### config.mk
export PLATFORM = sky130hd
export DESIGN_NAME = bp_be_store_buffer
export DESIGN_NICKNAME = d
export VERILOG_FILES = /design/src/rtl/bp_be_store_buffer.sv
export SDC_FILE = /design/constraint.sdc
export NUM_CORES = 1
export LEC_CHECK = 0
export CAP_MARGIN = 30
export CORE_ASPECT_RATIO = 1.1
export CORE_MARGIN = 1.5
export CORE_UTILIZATION = 41
export CTS_BUF_LIST = sky130_fd_sc_hd__clkbuf_8 sky130_fd_sc_hd__clkbuf_16
export CTS_CLUSTER_DIAMETER = 100
export DETAILED_ROUTE_END_ITERATION = 10
export GPL_ROUTABILITY_DRIVEN = 1
export PLACE_DENSITY = 0.59
export SYNTH_ARGS = -nofsm -noshare
export SYNTH_HDL_FRONTEND = slang
export SYNTH_SLANG_ARGS = --single-unit
### constraint.sdc
create_clock -name clk_i -period 12.6 [get_ports clk_i]
set_clock_uncertainty 0.1 [all_clocks]
set_input_delay 1.26 -clock clk_i [delete_from_list [all_inputs] [get_ports clk_i]]
set_output_delay 1.26 -clock clk_i [all_outputs]
set_load 0.05 [all_outputs]
### src/rtl/bp_be_store_buffer.sv
// bp_be_store_buffer: committed-store FIFO between the memory pipe and the D$.
// Drains in order through a valid/yumi port and forwards dword-granular store
// data to younger loads, flagging partial overlaps for replay.
// Optional feature: define BP_BE_STORE_BUFFER_COALESCE_EN to merge a store into
// the youngest entry when it targets the same dword.
module bp_be_store_buffer #(
   parameter int els_p          = 4,
   parameter int paddr_width_p  = 40,
   parameter int dword_width_gp = 64,
   localparam int ptr_w_lp      = $clog2(els_p),
   localparam int cnt_w_lp      = $clog2(els_p + 1)
) (
   input  logic                      clk_i,
   input  logic                      reset_i,
   input  logic                      st_v_i,
   input  logic [paddr_width_p-1:0]  st_paddr_i,
   input  logic [1:0]                st_size_i,
   input  logic [dword_width_gp-1:0] st_data_i,
   output logic                      st_ready_and_o,
   input  logic                      ld_v_i,
   input  logic [paddr_width_p-1:0]  ld_paddr_i,
   input  logic [1:0]                ld_size_i,
   output logic                      fwd_hit_o,
   output logic [dword_width_gp-1:0] fwd_data_o,
   output logic                      fwd_conflict_o,
   output logic                      drain_v_o,
   output logic [paddr_width_p-1:0]  drain_paddr_o,
   output logic [7:0]                drain_mask_o,
   output logic [dword_width_gp-1:0] drain_data_o,
   input  logic                      drain_yumi_i,
   input  logic                      fence_i,
   output logic                      empty_o,
   output logic [cnt_w_lp-1:0]       count_o
);

   // Byte-lane mask of an access of 2^size bytes starting at lane 0.
   function automatic logic [7:0] size_mask(input logic [1:0] size);
      case (size)
         2'd0:    return 8'h01;
         2'd1:    return 8'h03;
         2'd2:    return 8'h0f;
         default: return 8'hff;
      endcase
   endfunction

   // Widen a byte-lane mask to a bit mask over the dword.
   function automatic logic [dword_width_gp-1:0] expand(input logic [7:0] m);
      logic [dword_width_gp-1:0] r;
      r = '0;
      for (int b = 0; b < 8; b++) r[8*b +: 8] = {8{m[b]}};
      return r;
   endfunction

   // Slot index of the entry that is i positions younger than the head.
   function automatic logic [ptr_w_lp-1:0] age_idx(input logic [ptr_w_lp-1:0] h, input int i);
      int s;
      s = int'(h) + i;
      if (s >= els_p) s = s - els_p;
      return ptr_w_lp'(s);
   endfunction

   function automatic logic [ptr_w_lp-1:0] ptr_inc(input logic [ptr_w_lp-1:0] p);
      return (p == ptr_w_lp'(els_p - 1)) ? '0 : p + 1'b1;
   endfunction

   logic [els_p-1:0]          v_r;
   logic [paddr_width_p-4:0]  addr_r [els_p];
   logic [7:0]                mask_r [els_p];
   logic [dword_width_gp-1:0] data_r [els_p];
   logic [ptr_w_lp-1:0]       head_r, tail_r;
   logic [cnt_w_lp-1:0]       count_r;

   logic [paddr_width_p-4:0]  st_dw, ld_dw;
   logic [7:0]                st_mask, ld_mask;
   logic [dword_width_gp-1:0] st_data_sh;
   logic                      pop, merge, alloc;

   assign st_dw      = st_paddr_i[paddr_width_p-1:3];
   assign st_mask    = size_mask(st_size_i) << st_paddr_i[2:0];
   assign st_data_sh = st_data_i << {st_paddr_i[2:0], 3'b000};
   assign ld_dw      = ld_paddr_i[paddr_width_p-1:3];
   assign ld_mask    = size_mask(ld_size_i) << ld_paddr_i[2:0];

   assign count_o   = count_r;
   assign empty_o   = (count_r == '0);
   assign drain_v_o = ~empty_o;
   assign pop       = drain_yumi_i & drain_v_o;

`ifdef BP_BE_STORE_BUFFER_COALESCE_EN
   logic [ptr_w_lp-1:0] young_idx;
   logic                merge_ok;
   assign young_idx = (tail_r == '0) ? ptr_w_lp'(els_p - 1) : tail_r - 1'b1;
   // With two or more entries the youngest is never the head, so the pop term
   // is redundant but keeps the merge target safe from a same-cycle pop.
   assign merge_ok  = (count_r >= cnt_w_lp'(2)) & (addr_r[young_idx] == st_dw)
                    & ~(pop & (young_idx == head_r));
   assign st_ready_and_o = ((count_r != cnt_w_lp'(els_p)) | merge_ok) & ~fence_i;
   assign merge          = st_v_i & st_ready_and_o & merge_ok;
`else
   assign st_ready_and_o = (count_r != cnt_w_lp'(els_p)) & ~fence_i;
   assign merge          = 1'b0;
`endif
   assign alloc = st_v_i & st_ready_and_o & ~merge;

   // Occupancy state: valid bits, head/tail pointers and entry count.
   always_ff @(posedge clk_i or posedge reset_i) begin
      if (reset_i) begin
         v_r     <= '0;
         head_r  <= '0;
         tail_r  <= '0;
         count_r <= '0;
      end else begin
         // NOTE: non-blocking assignments so every register samples pre-edge values.
         if (alloc) begin
            v_r[tail_r] <= 1'b1;
            tail_r      <= ptr_inc(tail_r);
         end
         if (pop) begin
            v_r[head_r] <= 1'b0;
            head_r      <= ptr_inc(head_r);
         end
         if (alloc & ~pop)      count_r <= count_r + 1'b1;
         else if (~alloc & pop) count_r <= count_r - 1'b1;
      end
   end

   // Entry payload write on allocate (and merge when coalescing is built in).
   // NOTE: payload storage has no reset; valid bits alone qualify its contents.
   always_ff @(posedge clk_i) begin
      if (alloc) begin
         addr_r[tail_r] <= st_dw;
         mask_r[tail_r] <= st_mask;
         data_r[tail_r] <= st_data_sh;
      end
`ifdef BP_BE_STORE_BUFFER_COALESCE_EN
      else if (merge) begin
         mask_r[young_idx] <= mask_r[young_idx] | st_mask;
         data_r[young_idx] <= (data_r[young_idx] & ~expand(st_mask))
                            | (st_data_sh & expand(st_mask));
      end
`endif
   end

   // Forwarding: scan oldest to youngest so the last overlap found is the youngest.
   logic                      y_found;
   logic [ptr_w_lp-1:0]       y_idx;
   logic [dword_width_gp-1:0] y_shift;
   always_comb begin
      // NOTE: defaults first so no path leaves a comb output unassigned (no latches).
      y_found = 1'b0;
      y_idx   = '0;
      for (int i = 0; i < els_p; i++) begin
         if (v_r[age_idx(head_r, i)] && (addr_r[age_idx(head_r, i)] == ld_dw)
             && ((mask_r[age_idx(head_r, i)] & ld_mask) != 8'h00)) begin
            y_found = 1'b1;
            y_idx   = age_idx(head_r, i);
         end
      end
      y_shift        = data_r[y_idx] >> {ld_paddr_i[2:0], 3'b000};
      fwd_hit_o      = ld_v_i & y_found & ((mask_r[y_idx] & ld_mask) == ld_mask);
      fwd_conflict_o = ld_v_i & y_found & ~fwd_hit_o;
      fwd_data_o     = (ld_v_i & y_found) ? (y_shift & expand(size_mask(ld_size_i))) : '0;
   end

   assign drain_paddr_o = {addr_r[head_r], 3'b000};
   assign drain_mask_o  = mask_r[head_r];
   assign drain_data_o  = data_r[head_r];

   drain_yumi_legal: assert property (@(posedge clk_i) disable iff (reset_i)
                                      drain_yumi_i |-> drain_v_o);

endmodule

==> metrics.md, run 1 <==
| Metric | Value |
|---|---|
| DR WL/cell | `36.2 um` |
| CTS max path bufs | `3` |
| Setup ws final | `562 ps` |
| YS warnings | `0` |
| Placed cell area | `37,200 um^2` |
| Yosys reg bits | `447` |
| # Post-CTS Setup Buffers | `0` |
| WS Path Type | `flip-flop to output pin` |
| Post_cts resized | `0` |
| Hold path cells | `1` |
| CTS buffer count | `52` |
| Number of global-route vias before repair | `27,702` |
| Drt drc | `0` |
| Fraction of layout instances using a drive strength above 1 | `0.158` |
| Die Area | `81,800 um^2` |
| Unrepaired setup endpoints after global routing | `no` |
| Area delta synth->final | `18.1%` |
| Top cell type's share of synthesized area | `0.398` |
| Clk pin slew, worst setup/hold paths | `70 ps` |
| Initial antenna violation count | `7` |
| DP HPWL | `114,000 um` |
| Die Span Y | `300 um` |
| CP max FO | `57` |
| DR vias/cell | `6.80` |
| Slew Limit Fails | `0` |
| Rows | `108` |
| Area leader, netlist | `edfxtp_1` |
| Synth unique cells | `104` |
| H-tree Lvls | `2` |
| Final wirelength | `150,000 um` |
| Startpoint Class | `flip-flop` |
| Core area | `79,200 um^2` |
| Pwr/cell area | `222 nW/um^2` |
| Register area share after synthesis | `0.407` |
| IO buf count | `334` |
| Worst R2R Path Depth | `5` |
| Top Ports | `338` |
| Tmin final | `12,040 ps` |
| Chip Width | `273 um` |
| Peak VDD IR | `0.195 mV` |
| Syn Inst Count | `2,813` |
| Skew-Pair Late Insertion Delay | `630 ps` |
| HP Class | `flip-flop to flip-flop` |
| First-pass DRT Iterations | `6` |
| GRT Total Usage | `0.361` |
| Worst EP arrival | `10,680 ps` |
| Setup TNS | `0 ps` |
| CTS Root Cell | `clkbuf_16` |
| Remaining global-route overflow | `0` |
| Max cap viols | `0` |
| Largest net degree at the start of global routing | `172` |
| Setup crit end kind | `output pin` |
| Achievable Freq | `83.1 MHz` |
| Fin crit share | `0.955` |
| Sink Count | `447` |
| Placer Congestion | `1.01` |
| Slew headroom | `0.250` |
| Initial drt markers | `3,520` |
| Worst slack, placed | `1560 ps` |
| Syn Std Cell Area | `32,900 um^2` |
| Endpoints failing setup | `0` |
| Main synth FF type | `edfxtp_1` |
| DRT antenna net count | `0` |
| Cts hold-fix bufs | `0` |
| Leakage | `12.9 nW` |
| Tot Pwr | `8.62 mW` |
| Worst slew pin tran | `1110 ps` |
| Final Instance Area | `38,800 um^2` |
| CTS tree | `yes` |
| Worst Path Required | `11,240 ps` |
| Final hold slack | `434 ps` |
| EDFF count, synth | `436` |
| FFs w/ async S/R, synth | `0.0246` |
| First-pass GRT wire length | `211,000 um` |
| Initial Util | `0.415` |
| Synth area leaders | `edfxtp_1, mux4_2, mux2i_1, xnor2_1, mux2_2` |
| Via count | `28,161` |
| Syn avg cell area | `11.7 um^2` |
| Outcome | `finished, final reports clean` |
| Final hold vios | `0` |
| Final net count | `3,216` |
[per-stage QoR]
stage / instances / utilization
2_1_floorplan: 2815 / -
3_3_place_gp: 4030 / 0.467
3_5_place_dp: 4041 / 0.469
4_1_cts: 4135 / 0.490
5_1_grt: 4137 / 0.490
6_report: 4140 / 0.490
[routing by layer]
layer	GRT usage	vias up	share of wire
met5	0	-	0.00023
met4	0.209	6	0.069
met3	0.0474	351	0.069
met2	0.607	1594	0.49
met1	0.446	14327	0.38
li1	-	11883	-
[final cells by class]
type | instances | area (um^2)
clock buffers | 53 | 1330
repair buffers | 440 | 4250
fillers | 7132 | 40400
flip-flops and latches | 447 | 13400
diodes | 3 | 7.51
inverters | 51 | 193
well taps | 1045 | 1310
multi-input cells | 2060 | 18100
clock inverters | 41 | 282
[cells in the final DEF, fill, tap and decap left out, drive strengths merged, types with 14 or more instances in the layout]
cell,count
a2111oi,16
xnor2,103
and3,27
a21oi,94
a211o,20
nand2,158
nor3,23
a221oi,46
o32ai,15
and2,29
mux4,201
clkinv,25
a211oi,60
nor2b,33
nor4,22
nor2,146
mux2i,289
mux2,60
nand4,43
o22ai,51
edfxtp,436
buf,107
nand3,89
o21ai,113
clkdlybuf4s50,331
or2,15
a22oi,33
a2bb2oi,14
o221ai,44
clkbuf,54
xor2,22
nand2b,19
inv,64
o211ai,23
o2111ai,25
[kinds of logic (layout without fill, tap and decap cells)]
family	count (synthesis)	after routing	synth area share
AO/OA/AOI/OAI	723	723	0.164
XOR/XNOR	125	125	0.0333
adder cells (fa/ha/maj)	10	10	0.00404
buffers and inverters	308	585	0.0457
flip-flops	447	447	0.407
multiplexers	550	550	0.247
other	1	6	0.000114
AND/OR/NAND/NOR	649	649	0.0995
[synth_stat cells (all sizes together) (13+ instances only)]
library cell / n
a2111oi: 16
nor2: 146
edfxtp: 436
a211o: 20
a221oi: 46
a2bb2oi: 14
or2: 15
nor4: 22
o2111ai: 25
a211oi: 60
nand2: 158
nand3: 89
nor3: 23
clkbuf: 124
mux2i: 289
o221ai: 44
a22oi: 33
nor2b: 33
a21oi: 94
o211ai: 23
o22ai: 51
and3: 27
inv: 50
nand4: 43
xor2: 22
and2: 29
buf: 133
mux4: 201
nand2b: 19
xnor2: 103
a31oi: 13
o21a: 13
mux2: 60
o21ai: 113
o32ai: 15
[final timing paths]
kind	startpoint	endpoint	slack, ps
max reg2reg	count_o[0]	data_r[3][43]	8930
max in group asynchronous	reset_i	head_r[1]	10980
min reg2reg	count_o[2]	count_o[2]	430
min	count_o[2]	count_o[2]	430
min in group asynchronous	reset_i	head_r[0]	930
max	head_r[0]	fwd_data_o[1]	560
[worst max-delay path, cell delays in order (launching register included)]
cell and delay [ps]:
dfrtp_4 960, clkinv_2 530, ha_4 1050, buf_4 520, mux4_2 580, xnor2_1 390
and4b_1 260, nand4_1 80, nor4_1 830, nand3b_1 730, o21ai_4 930, buf_4 400
mux2i_1 210, o221ai_1 130, o21ai_0 890, a221o_1 410, o221ai_1 260, clkdlybuf4s50_1 780
[registers in the layout, indices dropped and copies added (netlist names)]
name / flops
tail_r: 2
mask_r: 32
v_r: 4
count_o: 3
head_r: 2
data_r: 256
addr_r: 148
[report_power, final]
part | internal (mW) | switching [mW]
Combinational | 1.91 | 3.25
Sequential | 1.82 | 0.183
Clock | 0.803 | 0.647
Total | 4.54 | 4.08
No activity file was read; power rests on OpenSTA's default activity.
==> run 2: changes to the inputs <==
--- a/config.mk
+++ b/config.mk
@@ -14,6 +14,7 @@
 export DETAILED_ROUTE_END_ITERATION = 10
 export GPL_ROUTABILITY_DRIVEN = 1
 export PLACE_DENSITY = 0.59
+export REMOVE_ABC_BUFFERS = 1
 export SYNTH_ARGS = -nofsm -noshare
 export SYNTH_HDL_FRONTEND = slang
 export SYNTH_SLANG_ARGS = --single-unit
==> constraint.sdc (replaced) <==
create_clock -name clk_i -period 12.6 [get_ports clk_i]
set_clock_uncertainty 0.1 [all_clocks]
set_input_delay 1.26 -clock clk_i [delete_from_list [all_inputs] [get_ports clk_i]]
set_output_delay 1.26 -clock clk_i [all_outputs]
set_load 0.02 [all_outputs]
==> run 2 against run 1 <==
Register-to-register slack worse by 80 ps. Clock power up 9%. Clock-buffer cell count decreased by 1. First-iteration DRC count rose by 0.34%. Sequential power hardly changed. Sequential share of layout area is essentially flat. Via count increased by 0.20%. Maximum frequency is 11% higher. Hold slack better by 7.5 ps. Largest cell class unchanged. Highest routed layer unchanged.
==> metrics.md, run 2 (synthesis results as in run 1) <==
| Metric | Value |
|---|---|
| Fin crit share | `0.859` |
| Final hold slack | `441 ps` |
| Setup TNS | `0 ps` |
| Sink Count | `447` |
| Register Area | `13,400 um^2` |
| IO buf count | `334` |
| Final wirelength | `140,000 um` |
| Final net count | `3,190` |
| Chip Width | `273 um` |
| Most flop-heavy register | `data_r` |
| DRT antenna net count | `0` |
| Tmin final | `10,830 ps` |
| Fraction of layout instances using a drive strength above 1 | `0.155` |
| Die Span Y | `300 um` |
| CP Cell Sequence | `clkinv_1 > ha_4 > buf_12 > mux4_2 > xnor2_1 > and4b_1 > nand4_1 > nor4_1 > nand3b_1 > o21ai_4 > buf_4 > a311o_1 > a311oi_1 > o21a_1 > mux4_2 > a221oi_2 > clkdlybuf4s50_1` |
| Max cap viols | `0` |
| DR vias/cell | `6.86` |
| Cell mode on critical path | `mux4_2` |
| Area delta synth->final | `18.1%` |
| Achievable Freq | `92.4 MHz` |
| Startpoint Class | `flip-flop` |
| Die Area | `81,800 um^2` |
| Largest net degree at the start of global routing | `141` |
| Multi-input gate area | `18,100 um^2` |
| Number of global-route vias before repair | `27,565` |
| Slew headroom | `0.221` |
| Worst Path Buf+Inv | `4` |
| Unrepaired setup endpoints after global routing | `no` |
| Initial Util | `0.415` |
| Post_cts resized | `0` |
| Drt drc | `0` |
| Crit path from | `head_r[1]` |
| GRT Total Usage | `0.334` |
| Final hold vios | `0` |
| Top Ports | `338` |
| Leading cell type in the layout, fill and taps excluded | `edfxtp_1` |
| Core area | `79,200 um^2` |
| Via count | `28,216` |
| Slew Limit Fails | `0` |
| DR WL/cell | `34.0 um` |
| Rows | `108` |
| WS Path Type | `flip-flop to output pin` |
| Cts hold-fix bufs | `0` |
| Setup crit end kind | `output pin` |
| CP max FO | `63` |
| First-pass DRT Iterations | `6` |
| Endpoints failing setup | `0` |
| # Post-CTS Setup Buffers | `0` |
| Worst slew pin tran | `1160 ps` |
| CTS max path bufs | `3` |
| CTS buffer count | `52` |
| H-tree Lvls | `2` |
| Register-to-register setup slack | `8850 ps` |
| Skew-Pair Late Insertion Delay | `610 ps` |
| Remaining global-route overflow | `0` |
| Worst EP arrival | `9470 ps` |
| Biggest cell delay along the critical path | `930 ps` |
| Peak VDD IR | `0.184 mV` |
| Critical-path top delay cell | `o21ai_4` |
| HP Class | `flip-flop to flip-flop` |
| CTS tree | `yes` |
| DP HPWL | `101,000 um` |
| Outcome | `finished, final reports clean` |
| Worst reg2reg path startpoint | `count_o[0]` |
| Crit-path leading delay family | `buffers and inverters` |
| Largest register FFs | `256` |
| Largest registers | `data_r (256), addr_r (148), mask_r (32)` |
| Initial antenna violation count | `5` |
| CTS Root Cell | `clkbuf_16` |
| R2r endpoint | `addr_r[0][5]` |
| Worst R2R Path Depth | `5` |
| Clk pin slew, worst setup/hold paths | `50 ps` |
| Setup crit end | `fwd_data_o[7]` |
| Most frequent cells in the layout | `edfxtp_1, clkdlybuf4s50_1, mux2i_1` |
| Placer Congestion | `1.00` |
| Pwr/cell area | `209 nW/um^2` |
| # fillers | `7,098` |
| Initial drt markers | `3,532` |
| Leakage | `12.8 nW` |
| Crit. path cell count | `17` |
| Worst Path Required | `11,240 ps` |
| First-pass GRT wire length | `198,000 um` |
run 2: how the worst min path moves through the flow:
stage	start	endpoint	slack, ps	depth (start not counted)
finish	count_o[2]	count_o[2]	440	1
global route	count_o[2]	count_o[2]	480	1
CTS	count_o[2]	count_o[2]	440	1
detailed placement	count_o[2]	count_o[2]	430	1
global placement	count_o[2]	count_o[2]	400	1
floorplan	v_r[1]	v_r[1]	430	1
run 2: final cells by class:
| cell class | instances | area share |
|---|---|---|
| Antenna cell | 1 | 0.0000645 |
| Clock buffer | 52 | 0.0335 |
| Clock inverter | 46 | 0.0124 |
| Inverter | 51 | 0.00497 |
| Multi-Input combinational cell | 2060 | 0.466 |
| Sequential cell | 447 | 0.345 |
| Tap cell | 1045 | 0.0337 |
| Timing Repair Buffer | 414 | 0.105 |
run 2: stage by stage:
stage               utilization  power (mW)  std cells  area, um^2  worst slack [ps]
floorplan                     -        5.46       2558       31600            -15460
global placement          0.465        6.46       4006       36900              2730
detailed placement        0.467        6.48       4015       37000              2570
CTS                       0.490        8.07       4113       38800              1910
global route              0.490        8.37       4115       38800              1530
finish                    0.490        8.09       4116       38800              1770
run 2: worst register-to-register path, stage by stage (launching register included):
cell and delay (ps):
dfrtp_1 440, nor2_1 80, a21oi_1 440, and3_4 750, buf_4 680, buf_4 840
run 2: power breakdown:
| part | internal (mW) | switching [mW] | leakage [nW] |
|---|---|---|---|
| Combinational | 1.89 | 2.61 | 7.74 |
| Clock | 0.906 | 0.675 | 0.893 |
| Sequential | 1.82 | 0.187 | 4.13 |
| Total | 4.62 | 3.47 | 12.8 |
run 2: layer usage:
metal / vias to the layer above / global-route usage / part of all wire
li1: 11836 / - / -
met1: 14258 / 0.412 / 0.37
met2: 1765 / 0.570 / 0.49
met3: 351 / 0.0529 / 0.081
met4: 6 / 0.159 / 0.056
met5: - / 0 / 0.00031
